**config.mk**
```make
export PLATFORM = sky130hd
export DESIGN_NAME = nibble_serial_add_ctrl_flat
export DESIGN_NICKNAME = d
export VERILOG_FILES = /design/src/rtl/nibble_serial_add_ctrl_if.sv /design/src/rtl/nibble_serial_add_ctrl.sv /design/src/flat_wrapper.sv
export SDC_FILE = /design/constraint.sdc
export NUM_CORES = 1
export LEC_CHECK = 0
export ABC_CLOCK_PERIOD_IN_PS = 3850
export BUFFER_PORTS_ARGS = -buffer_cell sky130_fd_sc_hd__buf_4
export CORE_UTILIZATION = 55
export CTS_BUF_LIST = sky130_fd_sc_hd__clkbuf_4 sky130_fd_sc_hd__clkbuf_8 sky130_fd_sc_hd__clkbuf_16
export DETAILED_ROUTE_END_ITERATION = 6
export PLACE_DENSITY = 0.82
export REMOVE_ABC_BUFFERS = 1
export SYNTH_ARGS = -nofsm -noshare
export SYNTH_HDL_FRONTEND = slang
export SYNTH_SLANG_ARGS = --single-unit
```
**constraint.sdc**
```tcl
create_clock -name clk -period 3.85 [get_ports clk]
set_input_delay 0.1925 -clock clk [delete_from_list [all_inputs] [get_ports clk]]
set_output_delay 0.1925 -clock clk [all_outputs]
set_load 0.02 [all_outputs]
```
**src/rtl/nibble_serial_add_ctrl_if.sv**
```systemverilog
// Bus bundle for the nibble-serial adder sequencer: requester handshake,
// operands/results, and the link to the external 4-bit adder slice.
interface nibble_serial_add_ctrl_if #(
  parameter int NIBBLES = 4
);
  localparam int W = 4 * NIBBLES;

  // requester side
  logic         start;
  logic [W-1:0] a;
  logic [W-1:0] b;
  logic         cin;
  logic         busy;
  logic         done;
  logic [W-1:0] sum;
  logic         cout;
  logic         ovf;

  // adder slice side
  logic         add_c0;
  logic [3:0]   add_a;
  logic [3:0]   add_b;
  logic [3:0]   add_s;

  // controller view
  modport slave (
    input  start, a, b, cin, add_s,
    output busy, done, sum, cout, ovf, add_c0, add_a, add_b
  );

  // requester + slice view
  modport master (
    output start, a, b, cin, add_s,
    input  busy, done, sum, cout, ovf, add_c0, add_a, add_b
  );
endinterface

```
**src/rtl/nibble_serial_add_ctrl.sv**
```systemverilog
// Nibble-serial W-bit adder sequencer. Time-shares one external 4-bit slice
// (no carry-out pin), one nibble per cycle, LSB first. The slice carry-out is
// rebuilt from its MSB inputs and MSB sum output.
module nibble_serial_add_ctrl #(
  parameter int NIBBLES = 4
) (
  input logic                   clk,
  input logic                   rst_n,
  nibble_serial_add_ctrl_if.slave bus
);
  localparam int W    = 4 * NIBBLES;
  localparam int IDXW = $clog2(NIBBLES);

  typedef enum logic [1:0] {S_IDLE, S_RUN, S_DONE} state_t;

  state_t          state_q, state_d;
  logic [IDXW-1:0] idx_q, idx_d;
  logic [W-1:0]    a_q, a_d;      // operand A, shifted right one nibble per step
  logic [W-1:0]    b_q, b_d;      // operand B, shifted right one nibble per step
  logic            carry_q, carry_d;
  logic [W-1:0]    sum_q, sum_d;
  logic            cout_q, cout_d;
  logic            ovf_q, ovf_d;

  logic [3:0]      add_a_c, add_b_c;
  logic            add_c0_c;
  logic            carry_k;       // recovered carry-out of the slice
  logic [NIBBLES-1:0] nib_sel;    // one-hot: nibble being written this cycle

  generate
    for (genvar gi = 0; gi < NIBBLES; gi++) begin : g_sel
      assign nib_sel[gi] = (idx_q == IDXW'(gi));
    end
  endgenerate

  // Next-state, datapath updates and slice drive
  always_comb begin
    state_d  = state_q;
    idx_d    = idx_q;
    a_d      = a_q;
    b_d      = b_q;
    carry_d  = carry_q;
    sum_d    = sum_q;
    cout_d   = cout_q;
    ovf_d    = ovf_q;
    add_a_c  = 4'h0;
    add_b_c  = 4'h0;
    add_c0_c = 1'b0;
    carry_k  = 1'b0;

    case (state_q)
      S_IDLE: begin
        if (bus.start) begin
          a_d     = bus.a;
          b_d     = bus.b;
          carry_d = bus.cin;
          idx_d   = '0;
          state_d = S_RUN;
        end
      end
      S_RUN: begin
        add_a_c  = a_q[3:0];
        add_b_c  = b_q[3:0];
        add_c0_c = carry_q;
        // generate, or propagate when the MSB sum bit shows a carry-in was absorbed
        carry_k  = (add_a_c[3] & add_b_c[3]) |
                   ((add_a_c[3] ^ add_b_c[3]) & ~bus.add_s[3]);
        carry_d  = carry_k;
        a_d      = a_q >> 4;
        b_d      = b_q >> 4;
        for (int n = 0; n < NIBBLES; n++) begin
          if (nib_sel[n]) sum_d[4*n +: 4] = bus.add_s;
        end
        if (idx_q == IDXW'(NIBBLES - 1)) begin
          cout_d  = carry_k;
          // carry into the sign bit differs from carry out of it
          ovf_d   = (add_a_c[3] ^ add_b_c[3] ^ bus.add_s[3]) ^ carry_k;
          state_d = S_DONE;
        end else begin
          idx_d = idx_q + IDXW'(1);
        end
      end
      S_DONE:  state_d = S_IDLE;
      default: state_d = S_IDLE;
    endcase
  end

  // State and datapath registers with asynchronous clear
  always_ff @(posedge clk or negedge rst_n) begin
    if (!rst_n) begin
      state_q <= S_IDLE;
      idx_q   <= '0;
      a_q     <= '0;
      b_q     <= '0;
      carry_q <= 1'b0;
      sum_q   <= '0;
      cout_q  <= 1'b0;
      ovf_q   <= 1'b0;
    end else begin
      state_q <= state_d;
      idx_q   <= idx_d;
      a_q     <= a_d;
      b_q     <= b_d;
      carry_q <= carry_d;
      sum_q   <= sum_d;
      cout_q  <= cout_d;
      ovf_q   <= ovf_d;
    end
  end

  assign bus.busy   = (state_q != S_IDLE);
  assign bus.done   = (state_q == S_DONE);
  assign bus.sum    = sum_q;
  assign bus.cout   = cout_q;
  assign bus.ovf    = ovf_q;
  assign bus.add_a  = add_a_c;
  assign bus.add_b  = add_b_c;
  assign bus.add_c0 = add_c0_c;
endmodule

```
**src/flat_wrapper.sv**
```systemverilog
// flat-port wrapper written by rule: the top's interface ports become plain ports
module nibble_serial_add_ctrl_flat 
#(
  parameter int NIBBLES = 4
)
  (clk, rst_n, bus_start, bus_a, bus_b, bus_cin, bus_add_s, bus_busy, bus_done, bus_sum, bus_cout, bus_ovf, bus_add_c0, bus_add_a, bus_add_b);
  nibble_serial_add_ctrl_if #(.NIBBLES(NIBBLES)) bus_i ();
  input logic clk;
  input logic rst_n;
  input wire logic [$bits(bus_i.start)-1:0] bus_start;
  input wire logic [$bits(bus_i.a)-1:0] bus_a;
  input wire logic [$bits(bus_i.b)-1:0] bus_b;
  input wire logic [$bits(bus_i.cin)-1:0] bus_cin;
  input wire logic [$bits(bus_i.add_s)-1:0] bus_add_s;
  output wire logic [$bits(bus_i.busy)-1:0] bus_busy;
  output wire logic [$bits(bus_i.done)-1:0] bus_done;
  output wire logic [$bits(bus_i.sum)-1:0] bus_sum;
  output wire logic [$bits(bus_i.cout)-1:0] bus_cout;
  output wire logic [$bits(bus_i.ovf)-1:0] bus_ovf;
  output wire logic [$bits(bus_i.add_c0)-1:0] bus_add_c0;
  output wire logic [$bits(bus_i.add_a)-1:0] bus_add_a;
  output wire logic [$bits(bus_i.add_b)-1:0] bus_add_b;
  assign bus_i.start = bus_start;
  assign bus_i.a = bus_a;
  assign bus_i.b = bus_b;
  assign bus_i.cin = bus_cin;
  assign bus_i.add_s = bus_add_s;
  assign bus_busy = bus_i.busy;
  assign bus_done = bus_i.done;
  assign bus_sum = bus_i.sum;
  assign bus_cout = bus_i.cout;
  assign bus_ovf = bus_i.ovf;
  assign bus_add_c0 = bus_i.add_c0;
  assign bus_add_a = bus_i.add_a;
  assign bus_add_b = bus_i.add_b;
  nibble_serial_add_ctrl #(.NIBBLES(NIBBLES)) u_core (.clk(clk), .rst_n(rst_n), .bus(bus_i));
endmodule
```
==> results of run 1 <==
cells by family (layout without fill, tap and decap cells):
family | after synthesis | count (layout) | share of synthesized area [%]
buffers and inverters | 48 | 108 | 7.49
xor gates and xnor gates | 1 | 1 | 0.322
adders and majority gates | 5 | 5 | 2.57
DFF | 55 | 55 | 50.6
AOI/OAI and AO/OA | 38 | 38 | 12.5
and+or+nand+nor | 70 | 70 | 19.1
muxes | 18 | 18 | 7.44
path summary, 6_finish.rpt:
| kind | end | slack (ns) |
|---|---|---|
| worst max-delay path | bus_add_b[3] | 1.65 |
| worst min-delay path | u_core.bus.sum[13] | 0.12 |
| worst max register to register | u_core.b_q[5] | 1.89 |
| worst min register to register | u_core.bus.sum[0] | 0.50 |
| max in group asynchronous | u_core.a_q[6] | 2.92 |
| min in group asynchronous | u_core.bus.sum[13] | 0.46 |
critical path: cells and delay by family (launching register included):
family | cells | cell delay, ns
buffers and inverters | 1 | 0.14
DFF | 1 | 0.60
and+or+nand+nor | 2 | 0.97
Yosys cell counts:
cell type / number / area (um2)
nand4bb_1: 1 / 11.3
clkbuf_1: 4 / 15.0
o21bai_2: 1 / 11.3
nor2_1: 5 / 18.8
nand2_1: 4 / 15.0
o2bb2ai_1: 1 / 8.76
a32o_1: 3 / 30.0
o211ai_1: 2 / 15.0
fa_1: 1 / 20.0
or2_1: 1 / 6.26
xnor2_1: 1 / 8.76
nor2b_1: 10 / 62.6
o21ba_2: 1 / 10.0
and2_1: 5 / 31.3
or4b_1: 6 / 60.1
a21oi_1: 1 / 5.00
o221a_2: 5 / 56.3
a222oi_1: 8 / 80.1
nand2b_1: 4 / 25.0
a211oi_1: 12 / 90.1
nand3_1: 2 / 10.0
nand3b_1: 4 / 30.0
nor4b_1: 12 / 105
nand3b_4: 1 / 20.0
dfrtp_1: 55 / 1380
inv_1: 29 / 109
o221ai_1: 4 / 35.0
mux2_1: 18 / 203
nor3b_1: 12 / 90.1
buf_2: 13 / 65.1
buf_4: 2 / 15.0
ha_1: 4 / 50.1
nand3b_2: 3 / 33.8
layout make-up:
cell class | instances | area [um2]
clock inverters | 3 | 67.6
inverters | 29 | 109
multi-input cells | 132 | 1140
well taps | 67 | 83.8
clock buffers | 5 | 68.8
repair buffers | 71 | 536
fillers | 388 | 1370
flip-flops and latches | 55 | 1380
cell usage in the layout (no fill, tap or decap), drive strengths merged, types with 2 or more instances in the layout:
cell    count
a211oi     12
a222oi      8
a32o        3
and2        5
buf        70
bufinv      2
clkbuf      5
dfrtp      55
ha          4
inv        29
mux2       18
nand2       4
nand2b      4
nand3       2
nand3b      8
nor2        5
nor2b      10
nor3b      12
nor4b      12
o211ai      2
o221a       5
o221ai      4
or4b        6
metal layers:
layer,part of all wire [%],global-route usage (%),up-vias
li1,-,-,967
met1,46,33.2,1016
met2,49,36.1,75
met3,4.1,3.75,4
met4,0.72,5.23,0
met5,0,0,-
where the power goes:
part	switching, uW	internal (uW)	leakage (uW)	total, uW
combinational	749	636	0.000826	1390
clock	187	259	0.0000644	447
sequential	172	855	0.000656	1030
through the flow:
stage	std cells	total power [uW]	setup slack [ns]	utilization, %	hold WS, ns
4_1_cts	362	2870	1.68	71.2	0.113
5_1_grt	362	3040	1.53	71.2	0.119
3_5_place_dp	353	2420	1.95	68.1	0.280
3_3_place_gp	353	2360	2.06	68.1	0.277
2_1_floorplan	216	1910	1.81	-	-0.103
6_report	362	2860	1.65	71.2	0.118
sequential cells by signal, indices dropped and copies added (netlist names):
signal,count
u_core.bus.sum,16
u_core.idx_q,2
u_core.a_q,16
u_core.state_q,2
u_core.bus.ovf,1
u_core.b_q,16
u_core.bus.cout,1
u_core.carry_q,1
==> metrics.md, run 1 <==
| Metric | Value |
|---|---|
| Highest clock rate | `0.454 GHz` |
| Syn_area_per_cell | `11.6 um2` |
| Row cnt | `25` |
| Remaining routing DRC violations | `0` |
| CORE AREA | `approximately 0.0048 mm2` |
| Critical path data required time | `3.66 ns` |
| Setup Crit Path Kind | `reg -> out` |
| Period utilization | `57.2%` |
| Post-detail-place hpwl | `~3800 um` |
| R2R cell count | `3` |
| Share of cells above drive strength 1 | `30.2%` |
| Post-CTS setup buffer count | `0` |
| Setup TNS | `0 ns` |
| HP Start | `bus_add_s[1]` |
| Fin area | `about 0.0034 mm2` |
| Largest net degree at the start of global routing | `56` |
| PD cells | `845 mW/mm2` |
| Initial antenna violation count | `0` |
| WL per Instance | `around 16 um` |
| Initial DRC Count | `235` |
| Cell Area, Synth | `0.00272 mm2` |
| CP Launch Type | `register` |
| Largest vdd supply drop | `0.000382 V` |
| Total wire length | `roughly 5700 um` |
| Worst skew pair latency | `0.30 ns` |
| Final Max Slew Viols | `0` |
| Clock period minus worst slack | `2.20 ns` |
| Initial Util | `57.3%` |
| R2r startpoint | `u_core.state_q[1]` |
| Max FO, Critical Path | `14` |
| # port buffers | `68` |
| Leakage | `approximately 0.0015 uW` |
| GPL Wtd Cong | `0.777` |
| Worst EP arrival | `roughly 2.0 ns` |
| Post-CTS Resized | `0` |
| Post-CTS Hold Fix Bufs | `1` |
| Grt ovf | `0` |
| Num CTS Buffers | `5` |
| Largest stage delay, worst path | `0.75 ns` |
| Post-Syn Instances | `235` |
| Num ports | `69` |
| Max Cap Violations | `0` |
| ANT cells | `0` |
| Via count | `between 2000 and 2500` |
| Skew final | `slightly below 0.007 ns` |
| Gr usage total | `22.8%` |
| Post-DR vias/cell | `5.70` |
| 1st-pass router iterations | `6` |
| Cell variety after synth | `33` |
| Sequential cell area fraction in the yosys report | `50.6%` |
| CTS max path bufs | `2` |
| Die height | `72.4 um` |
| CTS tree | `built` |
| Area delta synth->final | `24.3%` |
| Final nets | `339` |
| Routed Antenna Nets | `0` |
| HP Class | `in -> reg` |
| Worst slew pin tran | `1.01 ns` |
| Worst path cell trace | `nor2b_1, and2_1, buf_4` |
| H-tree levels | `2` |
| Launch point of the worst path | `u_core.state_q[0]` |
| Die W | `72.4 um` |
| Max_slew headroom | `between 30 and 40%` |
| Outcome | `finished clean` |
| Warnings from Yosys | `0` |
| Vias in the first global route | `roughly 1900` |
| First-pass GRT wire length | `9240 um` |
| Clk pin slew, worst setup/hold paths | `0.10 ns` |
| Synthesized flop and latch total | `55` |
| CTS Root Cell | `clkbuf_8` |
| Count of final hold-check violations | `0` |
| RSZ-0062 raised after global routing | `false` |
| Hold Path Stages | `2` |
| Area post-placement | `0.00324 mm2` |
| Crit. End Element | `primary output` |
| Die area | `0.00524 mm2` |
| Slowest CP cell | `nor2b_1` |
| Clock Sink Count | `55` |
| Final setup vio count | `0` |
(Power assumes the default switching activity.)
==> run 2, diff against run 1 <==
--- a/config.mk
+++ b/config.mk
@@ -5,12 +5,13 @@
 export SDC_FILE = /design/constraint.sdc
 export NUM_CORES = 1
 export LEC_CHECK = 0
-export ABC_CLOCK_PERIOD_IN_PS = 3850
+export ABC_AREA = 1
+export ABC_CLOCK_PERIOD_IN_PS = 2170
 export BUFFER_PORTS_ARGS = -buffer_cell sky130_fd_sc_hd__buf_4
-export CORE_UTILIZATION = 55
+export CORE_UTILIZATION = 52
 export CTS_BUF_LIST = sky130_fd_sc_hd__clkbuf_4 sky130_fd_sc_hd__clkbuf_8 sky130_fd_sc_hd__clkbuf_16
 export DETAILED_ROUTE_END_ITERATION = 6
-export PLACE_DENSITY = 0.82
+export PLACE_DENSITY = 0.79
 export REMOVE_ABC_BUFFERS = 1
 export SYNTH_ARGS = -nofsm -noshare
 export SYNTH_HDL_FRONTEND = slang
==> constraint.sdc (replaced) <==
create_clock -name clk -period 2.17 [get_ports clk]
set_input_delay 0.1085 -clock clk [delete_from_list [all_inputs] [get_ports clk]]
set_output_delay 0.1085 -clock clk [all_outputs]
set_load 0.02 [all_outputs]
==> run 2 against run 1 <==
Routed wire length shrank 4.1%. Clock power grew 54%. Non-clock buffer count grew 1. Largest power group unchanged. Critical endpoint is now bus_add_b[0]. Clock skew is essentially flat. Total power grew 68%. First-iteration DRC count shrank 30%. Final cell count grew 29%. Sequential cell count is the same. Global-route usage shrank 0.89 points. Count of clock-buffer cells in the layout grew 1. Via count grew 8.1%.
==> metrics.md, run 2 <==
| Metric | Value |
|---|---|
| Total wire length | `5460 um (was 5690 um)` |
| Die area | `0.00532 mm2 (was 0.00524 mm2)` |
| Post-Syn Instances | `337 (was 235)` |
| Largest family of logic cells by synthesized area | `simple AND/OR/NAND/NOR gates (unchanged)` |
| Initial DRC Count | `165 (was 235)` |
| Largest net degree at the start of global routing | `56 (unchanged)` |
| Initial antenna violation count | `0 (unchanged)` |
| GPL Wtd Cong | `0.776 (was 0.777)` |
| Psw | `2080 uW (was 1110 uW)` |
| Setup TNS | `0 ns (unchanged)` |
| Synth Area in Compound Gates | `3.68% (was 12.5%)` |
| Highest clock rate | `between 0.5 and 0.6 GHz` |
| Die W | `73.0 um (was 72.4 um)` |
| Cell variety after synth | `19 (was 33)` |
| 1st-pass router iterations | `4 (was 6)` |
| WL per Instance | `11.7 um (was 15.7 um)` |
| Vias in the first global route | `2085 (was 1920)` |
| Synth Flop Type | `dfrtp_1 (unchanged)` |
| Grt ovf | `0 (unchanged)` |
| ANT cells | `0 (unchanged)` |
| H-tree levels | `2 (unchanged)` |
| Final Max Slew Viols | `0 (unchanged)` |
| Synth Area in Simple Gates | `34.1% (was 19.1%)` |
| # port buffers | `68 (unchanged)` |
| Post-detail-place hpwl | `3780 um (about the same)` |
| Count leader, synth | `nand2_1 (was dfrtp_1)` |
| Period utilization | `84.9%` |
| Syn_area_per_cell | `7.77 um2 (was 11.6 um2)` |
| Initial Util | `54.7% (was 57.3%)` |
| Commonest cells after routing, fill and taps aside | `nand2_1, buf_4, dfrtp_1, nand3_1, inv_1 (was buf_4, dfrtp_1, inv_1, mux2_1)` |
| Area of the multi-input gates | `0.00107 mm2 (was 0.00114 mm2)` |
| Clock network fraction of total power | `14.3% (was 15.6%)` |
| Register area | `0.00138 mm2 (unchanged)` |
| Filler cells | `437 (was 388)` |
| Switching fraction of total power | `43.1% (was 38.8%)` |
| Final setup vio count | `0 (unchanged)` |
| Max Cap Violations | `0 (unchanged)` |
| Overall power | `4810 uW (was 2860 uW)` |
| Num CTS Buffers | `5 (unchanged)` |
| Warnings from Yosys | `0 (unchanged)` |
| Worst slew pin tran | `0.821 ns (was 1.01 ns)` |
| Sequential fraction of design power | `36.5% (was 35.9%)` |
| Clock period minus worst slack | `1.84 ns` |
| Routed Antenna Nets | `0 (unchanged)` |
| Worst EP arrival | `1.73 ns (was 2.01 ns)` |
| Internal power | `2740 uW (was 1750 uW)` |
| Asr flop ratio synth | `100% (unchanged)` |
| First-pass GRT wire length | `9070 um (was 9240 um)` |
| Leakage | `0.00186 uW (was 0.00155 uW)` |
| Max_slew headroom | `45.1% (was 32.8%)` |
| RSZ-0062 raised after global routing | `false (unchanged)` |
| R2r setup slk | `0.35 ns (was 1.89 ns)` |
| Num ports | `69 (unchanged)` |
| Adder-cell area share of the yosys netlist | `2.68% (was 2.57%)` |
| CTS tree | `built (unchanged)` |
| Gr usage total | `21.9% (was 22.8%)` |
| Xor/xnor share of the synthesized area | `0.334% (was 0.322%)` |
| Share of cells above drive strength 1 | `20.9% (was 30.2%)` |
| Post-CTS Resized | `0 (unchanged)` |
| Outcome | `finished clean (unchanged)` |
| Row cnt | `25 (unchanged)` |
| Yosys top cell area share | `52.6% (was 50.6%)` |
| CTS max path bufs | `2 (unchanged)` |
| Post-synth EDFFs | `0 (unchanged)` |
| Clock Sink Count | `55 (unchanged)` |
| Sequential cell area fraction in the yosys report | `52.6% (was 50.6%)` |
| Post-CTS setup buffer count | `0 (unchanged)` |
| Commonest non-fill, non-tap cell in the layout | `nand2_1 (was buf_4)` |
| Clk pin slew, worst setup/hold paths | `0.10 ns (about the same)` |
| Ranking of synthesized cells by instance count | `nand2_1, dfrtp_1, nand3_1 (was dfrtp_1, inv_1, mux2_1)` |
| Yosys top cell by area | `dfrtp_1 (unchanged)` |
| HP Class | `in -> reg (unchanged)` |
| CTS Root Cell | `clkbuf_8 (unchanged)` |
| CP Launch Type | `register (unchanged)` |
| Area delta synth->final | `24.7% (was 24.3%)` |
| Critical path data required time | `2.06 ns (was 3.66 ns)` |
| Cell Area, Synth | `0.00262 mm2 (was 0.00272 mm2)` |
| PD cells | `1470 mW/mm2 (was 845 mW/mm2)` |
| Die height | `73.0 um (was 72.4 um)` |
| Worst skew pair latency | `0.30 ns (about the same)` |
| Post-synthesis mux area share | `0% (was 7.44%)` |
| Final nets | `445 (was 339)` |
| Post-DR vias/cell | `4.76 (was 5.70)` |
| Skew final | `0.00699 ns (was 0.00672 ns)` |
| Crit. End Element | `primary output (unchanged)` |
| Via count | `2229 (was 2062)` |
| Max FO, Critical Path | `35 (was 14)` |
| Synthesized flop and latch total | `55 (unchanged)` |
| Logic gate share of total power | `49.2% (was 48.5%)` |
| Remaining routing DRC violations | `0 (unchanged)` |
| Setup Crit Path Kind | `reg -> out (unchanged)` |
| CORE AREA | `0.00479 mm2 (was 0.00475 mm2)` |
| Largest vdd supply drop | `0.000811 V (was 0.000382 V)` |
| Synth area leaders | `dfrtp_1, nand2_1, nand3_1 (was dfrtp_1, mux2_1, inv_1)` |
| Count of final hold-check violations | `0 (unchanged)` |
[run 2: changes by cell type in the layout (fill, tap and decap cells not counted), sizes merged, moves of 8 or more]
| cell | change |
|---|---|
| inv | -9 |
| a222oi | -8 |
| nor3b | -12 |
| nor4b | -12 |
| nor2b | -10 |
| o21ai | +17 |
| nand3 | +33 |
| mux2 | -18 |
| a211oi | -12 |
| nand2 | +169 |
| nor2 | +8 |
| nand3b | -8 |
[run 2: worst max-delay path: stages, from the launching register on]
cell and delay, ns:
dfrtp_1 0.43, inv_1 0.23, nand2_2 0.40, nor2_1 0.20, buf_4 0.16
[run 2: area by class of cell]
cell class,instances,area share (%)
sequential,55,42.2
tap,67,2.57
clock inverter,2,1.07
timing repair buffer,72,16.6
clock buffer,6,2.53
inverter,20,2.30
multi-input combinational,246,32.7
[run 2: power groups by stage]
stage / clock (uW) / combinational [uW] / sequential (uW)
2_1_floorplan: 0 / 1310 / 1970
3_3_place_gp: 0 / 2300 / 1750
3_5_place_dp: 0 / 2380 / 1770
4_1_cts: 700 / 2390 / 1760
5_1_grt: 752 / 2680 / 1810
6_report: 690 / 2370 / 1750
[run 2: worst paths after layout]
path / start / endpoint / cells past startpoint
setup / recovery: u_core.state_q[1] / bus_add_b[0] / 4
hold / removal: bus_b[12] / u_core.b_q[12] / 3
setup reg to reg: u_core.state_q[0] / u_core.a_q[5] / 4
hold reg to reg: u_core.a_q[15] / u_core.a_q[15] / 2
max in group asynchronous: rst_n / u_core.b_q[14] / 2
min in group asynchronous: rst_n / u_core.b_q[1] / 2
[run 2: metrics by stage]
step | setup WS, ns | cell area [um2] | hold WS, ns | cells | util [%]
after detailed placement | 0.340 | 3140 | 0.190 | 459 | 65.5
after floorplan | 0.326 | 2520 | -0.187 | 321 | -
final | 0.327 | 3260 | 0.0357 | 468 | 68.2
after CTS | 0.300 | 3260 | 0.0281 | 468 | 68.2
after global placement | 0.408 | 3140 | 0.186 | 459 | 65.5
after global routing | 0.141 | 3260 | 0.0449 | 468 | 68.2
[run 2: cell families (layout without fill, tap and decap cells)]
| group | count (synthesis) | after routing |
|---|---|---|
| xor gates and xnor gates | 1 | 1 |
| AOI/OAI and AO/OA | 17 | 17 |
| buffers and inverters | 36 | 100 |
| and+or+nand+nor | 223 | 223 |
| DFF | 55 | 55 |
| adders and majority gates | 5 | 5 |
[run 2: routing by layer]
metal / track usage, % / routed length (um) / vias up / share of wire (%)
li1: - / - / 1161 / -
met1: 29.4 / 2500 / 1014 / 46
met2: 37.3 / 2710 / 48 / 50
met3: 3.18 / 200 / 6 / 3.7
met4: 6.32 / 57 / 0 / 1.0
met5: 0 / 0 / - / 0
[run 2: timing repair]
action                     4_1_cts  5_1_grt
hold buffers                     1        0
setup endpoints to repair        0        0
hold endpoints to repair        55        0
==> run 3, diff against run 2 <==
--- a/config.mk
+++ b/config.mk
@@ -6,12 +6,12 @@
 export NUM_CORES = 1
 export LEC_CHECK = 0
 export ABC_AREA = 1
-export ABC_CLOCK_PERIOD_IN_PS = 2170
+export ABC_CLOCK_PERIOD_IN_PS = 1500
 export BUFFER_PORTS_ARGS = -buffer_cell sky130_fd_sc_hd__buf_4
-export CORE_UTILIZATION = 52
+export CORE_UTILIZATION = 47
 export CTS_BUF_LIST = sky130_fd_sc_hd__clkbuf_4 sky130_fd_sc_hd__clkbuf_8 sky130_fd_sc_hd__clkbuf_16
 export DETAILED_ROUTE_END_ITERATION = 6
-export PLACE_DENSITY = 0.79
+export PLACE_DENSITY = 0.75
 export REMOVE_ABC_BUFFERS = 1
 export SYNTH_ARGS = -nofsm -noshare
 export SYNTH_HDL_FRONTEND = slang
==> constraint.sdc (replaced) <==
create_clock -name clk -period 1.5 [get_ports clk]
set_input_delay 0.075 -clock clk [delete_from_list [all_inputs] [get_ports clk]]
set_output_delay 0.075 -clock clk [all_outputs]
set_load 0.02 [all_outputs]
==> run 3 against run 2 <==
Count of clock-buffer cells in the layout down 1. Non-clock buffer count up 14. Register-to-register slack worse by 0.14 ns. Critical path type unchanged. Critical endpoint is now bus_done. Largest cell class unchanged. Largest power group unchanged.
==> metrics.md, run 3 (synthesized netlist as in run 2, its figures left out) <==
| Metric | Value |
|---|---|
| Outcome | `finished clean (unchanged)` |
| Worst skew pair latency | `0.31 ns (was 0.30 ns)` |
| Via count | `2365 (was 2229)` |
| Initial DRC Count | `198 (was 165)` |
| Critical path data required time | `1.42 ns (was 2.06 ns)` |
| Share of cells above drive strength 1 | `23.1% (was 20.9%)` |
| Final setup vio count | `0 (unchanged)` |
| Initial antenna violation count | `0 (unchanged)` |
| Worst slew pin tran | `0.669 ns (was 0.821 ns)` |
| Worst path cell trace | `buf_4, buf_4, nor2_2, buf_4 (was inv_1, nand2_2, nor2_1, buf_4)` |
| Grt ovf | `0 (unchanged)` |
| Gr usage total | `21.2% (was 21.9%)` |
| H-tree levels | `2 (unchanged)` |
| First-pass GRT wire length | `9940 um (was 9070 um)` |
| Commonest non-fill, non-tap cell in the layout | `nand2_1 (unchanged)` |
| RSZ-0062 raised after global routing | `false (unchanged)` |
| Max_slew headroom | `55.4% (was 45.1%)` |
| Die area | `0.00587 mm2 (was 0.00532 mm2)` |
| Final Max Slew Viols | `0 (unchanged)` |
| Post-detail-place hpwl | `3890 um (was 3780 um)` |
| CP Launch Type | `register (unchanged)` |
| Worst EP arrival | `1.36 ns (was 1.73 ns)` |
| Final nets | `459 (was 445)` |
| Vias in the first global route | `2171 (was 2085)` |
| 1st-pass router iterations | `4 (unchanged)` |
| Largest net degree at the start of global routing | `56 (unchanged)` |
| Post-DR vias/cell | `4.88 (was 4.76)` |
| Largest stage delay, worst path | `0.43 ns (about the same)` |
| Area delta synth->final | `30.5% (was 24.7%)` |
| Remaining routing DRC violations | `0 (unchanged)` |
| Num CTS Buffers | `5 (unchanged)` |
| Skew final | `0.00910 ns (was 0.00699 ns)` |
| PD cells | `2150 mW/mm2 (was 1470 mW/mm2)` |
| ANT cells | `0 (unchanged)` |
| Max FO, Critical Path | `18 (was 35)` |
| Leakage | `0.00193 uW (was 0.00186 uW)` |
| Period utilization | `95.9%` |
| HP Class | `in -> reg (unchanged)` |
| Crit. End Element | `primary output (unchanged)` |
| WL per Instance | `12.0 um (was 11.7 um)` |
| Routed Antenna Nets | `0 (unchanged)` |
| Clock period minus worst slack | `1.44 ns` |
| Highest clock rate | `about 0.70 GHz` |
| CTS tree | `built (unchanged)` |
| Num ports | `69 (unchanged)` |
| CTS Root Cell | `clkbuf_8 (unchanged)` |
| Max Cap Violations | `0 (unchanged)` |
| Die W | `76.6 um (was 73.0 um)` |
| CTS max path bufs | `2 (unchanged)` |
| Die height | `76.6 um (was 73.0 um)` |
| Initial Util | `50.0% (was 54.7%)` |
| # port buffers | `68 (unchanged)` |
| Setup Crit Path Kind | `reg -> out (unchanged)` |
| Clock Sink Count | `55 (unchanged)` |
| GPL Wtd Cong | `0.768 (was 0.776)` |
| CORE AREA | `0.00524 mm2 (was 0.00479 mm2)` |
| Fin util | `65.2% (was 68.2%)` |
| Clk pin slew, worst setup/hold paths | `0.09 ns (was 0.10 ns)` |
| Slowest CP cell | `dfrtp_1 (unchanged)` |
| Row cnt | `26 (was 25)` |
| Count of final hold-check violations | `0 (unchanged)` |
| Commonest cells after routing, fill and taps aside | `nand2_1, buf_4, dfrtp_1, nand3_1, inv_1 (unchanged)` |
| Total wire length | `5810 um (was 5460 um)` |
| Largest vdd supply drop | `0.00104 V (was 0.000811 V)` |
| Most used cell, CP | `buf_4` |
| Setup TNS | `0 ns (unchanged)` |
==> run 3: changes by cell type in the layout (fill, tap and decap cells not counted), sizes merged <==
cell and delta:
buf +9, dlygate4sd3 +5, bufinv +1, clkbuf -1, clkinv -1, clkinvlp +1
==> run 3: metal layers <==
layer	GRT usage, %	vias to the layer above	share of wire, %	wire length [um]
met1	28.7	1104	44	2570
met5	0	-	0	0
met4	6.92	0	1.7	97
met2	34.6	61	50	2890
met3	3.83	11	4.4	256
li1	-	1189	-	-
==> run 3: worst max-delay path, delay by kind of cell (launching register included) <==
family | cells | cell delay [ns]
DFF | 1 | 0.43
buffers and inverters | 3 | 0.50
and+or+nand+nor | 1 | 0.13
==> run 3: final cells by class <==
class	instances	area, um2
clock buffer	5	68.8
clock inverter	3	67.6
fill	438	1820
inverter	20	75.1
multi-input combinational	246	1070
sequential	55	1380
tap	70	87.6
timing repair buffer	86	668
==> run 3: worst paths after layout <==
path                            slack, ns                 end  cells after the start              start
worst min-delay path                0.004      u_core.a_q[15]                      3          bus_a[15]
worst min register to register       0.49      u_core.a_q[15]                      2     u_core.a_q[15]
worst max register to register       0.21  u_core.bus.sum[15]                      5  u_core.state_q[0]
max in group asynchronous            0.71       u_core.a_q[9]                      2              rst_n
worst max-delay path                 0.06            bus_done                      4  u_core.state_q[0]
min in group asynchronous            0.35       u_core.a_q[8]                      2              rst_n
==> run 3: timing repair <==
item,4_1_cts,5_1_grt
hold buffers,6,0
cloned,0,0
endpoints found under the hold margin,60,0
setup endpoints to repair,9,11
setup buffers,0,3
resized for setup,1,4
==> run 3: stage by stage <==
stage                     area [um2]  setup slack, ns  instances  hold slack, ns  power, uW
after floorplan                 2520           -0.316        321          -0.221       4740
after global placement          3190            0.257        468           0.156       6000
after detailed placement        3190            0.225        468           0.157       6120
after CTS                       3380           0.0262        482         0.00295       7320
after global routing            3420           0.0114        485         0.00353       7980
final                           3420           0.0615        485         0.00411       7360
==> run 3: report_power, final <==
part	switching (uW)	internal (uW)
Clock	491	666
Sequential	388	2140
Combinational	2240	1430
Total	3110	4240
